File: config.mk
export PLATFORM = sky130hd
export DESIGN_NAME = joy_poll_sched
export DESIGN_NICKNAME = d
export VERILOG_FILES = /design/src/rtl/joy_pkg.sv /design/src/rtl/joy_poll_sched_poll_tick_gen.sv /design/src/rtl/joy_poll_sched.sv
export SDC_FILE = /design/constraint.sdc
export NUM_CORES = 1
export LEC_CHECK = 0
export ABC_CLOCK_PERIOD_IN_PS = 1700
export CORE_ASPECT_RATIO = 1.25
export CORE_UTILIZATION = 46
export DETAILED_ROUTE_END_ITERATION = 10
export PLACE_DENSITY_LB_ADDON = 0.05
export RECOVER_POWER = 25
export SETUP_SLACK_MARGIN = 0.02
export SYNTH_ARGS = -nofsm -noshare
export SYNTH_HDL_FRONTEND = slang
export SYNTH_SLANG_ARGS = --single-unit
File: constraint.sdc
create_clock -name clk -period 1.7 [get_ports clk]
set_input_delay 0.51 -clock clk [delete_from_list [all_inputs] [get_ports clk]]
set_output_delay 0.51 -clock clk [all_outputs]
set_load 0.02 [all_outputs]
File: src/rtl/joy_pkg.sv
// rtl/joy_pkg.sv - shared types and constants for the joystick poll scheduler
package joy_pkg;

    typedef enum logic [2:0] {
        ST_IDLE,
        ST_SETUP,
        ST_REQ,
        ST_XFER,
        ST_GAP,
        ST_DONE,
        ST_HOLD,
        ST_ERR
    } state_t;

    localparam logic [5:0] JSTK_LED_CMD = 6'b100000;
    localparam int         FRAME_W      = 40;

    typedef logic slot_t;

    typedef struct packed {
        logic [9:0] x;
        logic [9:0] y;
        logic [2:0] btn;
    } joy_pos_t;

    function automatic logic [1:0] slot_mask(slot_t s);
        return s ? 2'b10 : 2'b01;
    endfunction

    // b0 arrives first and therefore sits in the top byte of the frame
    function automatic joy_pos_t decode_frame(logic [FRAME_W-1:0] f);
        joy_pos_t p;
        p.x   = {f[25:24], f[39:32]};
        p.y   = {f[9:8],   f[23:16]};
        p.btn = f[2:0];
        return p;
    endfunction

endpackage

File: src/rtl/joy_poll_sched_poll_tick_gen.sv
// rtl/joy_poll_sched_poll_tick_gen.sv - free-running poll period counter with one-cycle tick
module poll_tick_gen #(
    parameter int POLL_DIV = 100000
) (
    input  logic clk_i,
    input  logic rst_ni,
    output logic tick_o
);

    localparam int CW = $clog2(POLL_DIV);

    logic [CW-1:0] cnt_q;
    logic [CW-1:0] cnt_d;

    assign tick_o = (cnt_q == CW'(POLL_DIV - 1));

    always_comb begin
        cnt_d = cnt_q + CW'(1);
        if (tick_o) begin
            cnt_d = '0;
        end
    end

    always_ff @(posedge clk_i or negedge rst_ni) begin
        if (!rst_ni) begin
            cnt_q <= '0;
        end else begin
            cnt_q <= cnt_d;
        end
    end

endmodule

File: src/rtl/joy_poll_sched.sv
// rtl/joy_poll_sched.sv - two-slot joystick poller sharing one SPI byte engine
module joy_poll_sched
    import joy_pkg::*;
#(
    parameter int POLL_DIV  = 100000,
    parameter int NUM_BYTES = 5,
    parameter int SETUP     = 8,
    parameter int GAP       = 4,
    parameter int TIMEOUT   = 4095
) (
    input  logic       clk,
    input  logic       rst_n,
    input  logic [1:0] en,
    input  logic [1:0] req,
    input  logic [1:0] led0,
    input  logic [1:0] led1,
    input  logic       BUSY,
    input  logic [7:0] Data_rx,
    output logic       getByte,
    output logic [7:0] Data_send,
    output logic [1:0] cs_n,
    output logic [9:0] x0,
    output logic [9:0] y0,
    output logic [2:0] btn0,
    output logic [9:0] x1,
    output logic [9:0] y1,
    output logic [2:0] btn1,
    output logic [1:0] frame_vld,
    output logic [1:0] err
);

    localparam int WD_W  = $clog2(TIMEOUT + 1);
    localparam int CNT_W = 16;

    state_t             state_q;
    logic [1:0]         pending_q;
    slot_t              rr_q;
    slot_t              grant_q;
    logic [CNT_W-1:0]   cnt_q;
    logic [WD_W-1:0]    wd_q;
    logic [2:0]         byte_cnt_q;
    logic [FRAME_W-1:0] frame_q;

    logic       tick;
    logic [1:0] set_d;
    slot_t      grant_d;
    logic [1:0] grant_mask_d;
    logic [1:0] led_sel;
    logic       wd_expired;
    joy_pos_t   pos;

    poll_tick_gen #(
        .POLL_DIV(POLL_DIV)
    ) u_tick (
        .clk_i (clk),
        .rst_ni(rst_n),
        .tick_o(tick)
    );

    // rr_q holds the last-served slot; with both pending the other one wins
    always_comb begin
        set_d        = req | (tick ? en : 2'b00);
        grant_d      = (pending_q == 2'b11) ? ~rr_q : pending_q[1];
        grant_mask_d = slot_mask(grant_d);
        led_sel      = grant_q ? led1 : led0;
        wd_expired   = (wd_q == WD_W'(TIMEOUT - 1));
        pos          = decode_frame(frame_q);
    end

    always_ff @(posedge clk or negedge rst_n) begin
        if (!rst_n) begin
            state_q    <= ST_IDLE;
            pending_q  <= 2'b00;
            rr_q       <= 1'b1;
            grant_q    <= 1'b0;
            cnt_q      <= '0;
            wd_q       <= '0;
            byte_cnt_q <= '0;
            frame_q    <= '0;
            getByte    <= 1'b0;
            Data_send  <= 8'h00;
            cs_n       <= 2'b11;
            x0         <= '0;
            y0         <= '0;
            btn0       <= '0;
            x1         <= '0;
            y1         <= '0;
            btn1       <= '0;
            frame_vld  <= 2'b00;
            err        <= 2'b00;
        end else begin
            pending_q <= pending_q | set_d;
            frame_vld <= 2'b00;
            err       <= 2'b00;
            cnt_q     <= cnt_q + CNT_W'(1);
            wd_q      <= wd_q + WD_W'(1);

            case (state_q)
                ST_IDLE: begin
                    if (|pending_q) begin
                        // a request arriving in the grant cycle survives the clear
                        pending_q <= (pending_q & ~grant_mask_d) | set_d;
                        grant_q   <= grant_d;
                        rr_q      <= grant_d;
                        cs_n      <= ~grant_mask_d;
                        cnt_q     <= '0;
                        state_q   <= ST_SETUP;
                    end
                end
                ST_SETUP: begin
                    if (cnt_q == CNT_W'(SETUP - 1)) begin
                        byte_cnt_q <= '0;
                        getByte    <= 1'b1;
                        Data_send  <= {JSTK_LED_CMD, led_sel};
                        wd_q       <= '0;
                        state_q    <= ST_REQ;
                    end
                end
                ST_REQ: begin
                    if (BUSY) begin
                        getByte <= 1'b0;
                        wd_q    <= '0;
                        state_q <= ST_XFER;
                    end else if (wd_expired) begin
                        getByte <= 1'b0;
                        cs_n    <= 2'b11;
                        state_q <= ST_ERR;
                    end
                end
                ST_XFER: begin
                    if (!BUSY) begin
                        frame_q    <= {frame_q[FRAME_W-9:0], Data_rx};
                        byte_cnt_q <= byte_cnt_q + 3'd1;
                        cnt_q      <= '0;
                        if (byte_cnt_q == 3'(NUM_BYTES - 1)) begin
                            cs_n    <= 2'b11;
                            state_q <= ST_DONE;
                        end else begin
                            state_q <= ST_GAP;
                        end
                    end else if (wd_expired) begin
                        cs_n    <= 2'b11;
                        state_q <= ST_ERR;
                    end
                end
                ST_GAP: begin
                    if (cnt_q == CNT_W'(GAP - 1)) begin
                        getByte   <= 1'b1;
                        Data_send <= 8'h00;
                        wd_q      <= '0;
                        state_q   <= ST_REQ;
                    end
                end
                ST_DONE: begin
                    if (grant_q) begin
                        x1   <= pos.x;
                        y1   <= pos.y;
                        btn1 <= pos.btn;
                    end else begin
                        x0   <= pos.x;
                        y0   <= pos.y;
                        btn0 <= pos.btn;
                    end
                    frame_vld <= slot_mask(grant_q);
                    cnt_q     <= '0;
                    state_q   <= ST_HOLD;
                end
                ST_HOLD: begin
                    if (cnt_q == CNT_W'(SETUP - 1)) begin
                        state_q <= ST_IDLE;
                    end
                end
                ST_ERR: begin
                    err     <= slot_mask(grant_q);
                    cnt_q   <= '0;
                    state_q <= ST_HOLD;
                end
                default: begin
                    cs_n    <= 2'b11;
                    getByte <= 1'b0;
                    state_q <= ST_IDLE;
                end
            endcase
        end
    end

endmodule

==> results.toml <==
[worst_setup_path]
crit_path_max_fanout = 6
arrival_ns = 2.04
end_kind = "flop"
crit_path_frequent_cell = "buf_6"
cp.required_ns = 2.00
critPathTopFamily = "buffers and inverters"
path_buf_inv = 3
reg2reg_slack_ns = -0.04
crit_type = "reg2reg"
r2r_cells = 7
cp.depth = 7
cpPeakStageDelay_ns = 0.40
crit_chain = "buf_6, nor4_4, nand4_1, buf_6, o32ai_4, buf_6, nor2_4"
setup.worst_path.start_class = "flop"
slowest_stage = "dfrtp_1"

[logic_synthesis]
yosysTopAreaCell = "dfrtp_1"
ys_async_sr_fraction_pct = 100
netlist_instances = 523
synth.distinct_cells = 59
yosys_warnings = 0
synth_top_area_share_pct = 57.2
yosys-top-cells-area = "dfrtp_1 57%, mux2_2 15%, xnor2_1 2.6%, nor2_1 2.5%, xor2_1 1.9%"
synth_edf_count = 0
avgSynthCellArea_um2 = 12.4
netlist_area_mm2 = 0.00647
yosysSeqAreaShare_pct = 58.5
synth-seq-cells = 151
ys.flop_type = "dfrtp_1"

[drt]
routed-via-count = 4644
wl_per_cell_um = 16.8
dr.pass1.iters = 6
drcViolationCount = 0
vias_per_cell = 5.36
wl_um = 14600
drt-initial-drc-count = 150
ant_nets = 0

[place]
io_buffers = 74
dp_hpwl_um = 9360
post-place-ws_ns = -0.437
place_area_mm2 = 0.00786
routabilityCongestion = 0.826

[cells_and_area]
fin_nets = 704
final_common_cell = "dfrtp_1"
drive_gt1_share_pct = 37.6
multi_input_area_mm2 = 0.00280
n_antenna_cell = 0
most-common-layout-cells = "145 x dfrtp_1, 86 x mux2_2, 61 x buf_4"
seq_area_mm2 = 0.00379
area_growth_pct = 38.9
finalInstanceArea_mm2 = 0.00898
fillers = 1101

[floorplan]
num_rows = 48
io-pin-count = 80
dieWidth_um = 108
core_area_mm2 = 0.0138
dieArea_mm2 = 0.0145
fp.dieH_um = 135
start_util_pct = 47.0

[cts]
clkSinkCount = 151
cts_tree = "done"
cts_htree_levels = 4
cts_root_buf = "clkbuf_16"
clk_pin_slew_ns = 0.06
clk_path_buf_depth = 2
clock_latency_ns = 0.43
numCtsBuffers = 17

[pwr]
power_density_mw_per_mm2 = 1380
power_leakage_nw = 4.40
finalPower_mw = 12.4
ir_worst_vdd_mv = 0.672

[sta]
maxSlewHeadroom_pct = 31.3
finalMaxSlewViolations = 0
finalCritPeriodShare_pct = 102
setup_slack_ns = -0.0377
worstMarginPinSlew_ns = 1.03
fin_worst_skew_ns = 0.0131
finalCriticalPeriod_ns = 1.74
hold_viol_final = 0
rsz0062_at_grt = "yes"
max_freq_mhz = 575
setup_viol = 16
setup_tns_ns = -0.341

[flow_run]
drv_cap = 0

[global_routing]
grt_pass1_wl_um = 22800
grt_pass1_vias = 4675
antenna_found_initial = 0
grt-ovfl-total = 0
grt_start_max_net_pins = 41
grt_usage_pct = 20.7

[run_status]
violations = "setup timing"
status = "finished, violations left"

[worst_hold_path]
min_path_type = "in2async"
## cell families after synthesis
| logic type | after synthesis | synth area share, % |
|---|---|---|
| flops | 151 | 58.5 |
| buf+inv | 44 | 3.13 |
| compound gates | 52 | 5.49 |
| simple gates | 147 | 11.8 |
| xor+xnor | 33 | 4.47 |
| mux | 88 | 15.3 |
| fa+ha+maj | 7 | 1.32 |
| other cells | 1 | 0.0580 |
## synth_stat cells (2+ instances only)
master    number
or2_2          2
buf_4          5
a21oi_1       11
and3_1         4
o21ai_0       13
inv_1         18
clkbuf_1       5
xor2_1        14
nor2b_1       10
dfrtp_1      148
o211ai_1       2
nand4_1        7
mux2i_1        2
a221o_1        2
xnor2_1       19
or4_1          3
buf_2         15
dfstp_2        3
o311ai_0       2
a22o_1         2
or3_2          2
nor3_1        11
nor2_1        43
nor4_1         5
ha_1           6
o31ai_1        5
and4_1         3
nand2_1       26
nor3_2         2
mux2_2        86
nand3_1       17
or3_1          3
## layer usage
metal / GRT usage, % / wire length (um) / vias up
met1: 24.1 / 5900 / 2396
li1: - / - / 2145
met4: 10.1 / 306 / 0
met3: 4.49 / 444 / 22
met5: 0 / 0 / -
met2: 36.0 / 7900 / 81
## final timing paths
kind | endpoint | start
max in group asynchronous | y0[1]$_DFFE_PN0P_ | rst_n
min in group clk | cs_n[0]$_DFFE_PN1P_ | cs_n[0]$_DFFE_PN1P_
hold / removal | cnt_q[4]$_DFF_PN0_ | rst_n
setup reg to reg | wd_q[8]$_DFF_PN0_ | cnt_q[8]$_DFF_PN0_
hold reg to reg | cs_n[0]$_DFFE_PN1P_ | cs_n[0]$_DFFE_PN1P_
setup / recovery | wd_q[8]$_DFF_PN0_ | cnt_q[8]$_DFF_PN0_
## registers in the layout, indices dropped and copies added, names as in the netlist, 3 cells and up
register,count
frame_q,40
u_tick.cnt_q,17
cnt_q,16
wd_q,12
x0,10
x1,10
y0,10
y1,10
Data_send,3
btn0,3
btn1,3
byte_cnt_q,3
state_q,3
## layout make-up
class	count	area share (%)
clock inverter	12	2.47
clock buffer	20	5.08
multi-input combinational	332	31.2
tap	175	2.44
inverter	18	0.752
timing repair buffer	159	15.9
sequential	151	42.1
## metrics by stage
stage,hold WS [ns],util [%],std cells
2_1_floorplan,0.214,-,527
3_3_place_gp,0.456,57.1,810
3_5_place_dp,0.459,57.1,810
4_1_cts,0.00976,62.8,850
5_1_grt,0.330,65.3,867
6_report,0.260,65.3,867
## where the power goes
| part | internal [mW] | leakage [nW] | total [mW] | switching (mW) |
|---|---|---|---|---|
| Sequential | 4.20 | 2.03 | 4.67 | 0.472 |
| Clock | 2.83 | 0.323 | 4.28 | 1.45 |
| Combinational | 1.69 | 2.05 | 3.42 | 1.73 |
## repair_timing
item	CTS	global route
setup buffers	7	15
hold buffers	0	0
cloned	1	4
resized for setup	85	73
pin swaps	6	28
endpoints found under the setup margin	104	91
(Power assumes the default switching activity.)
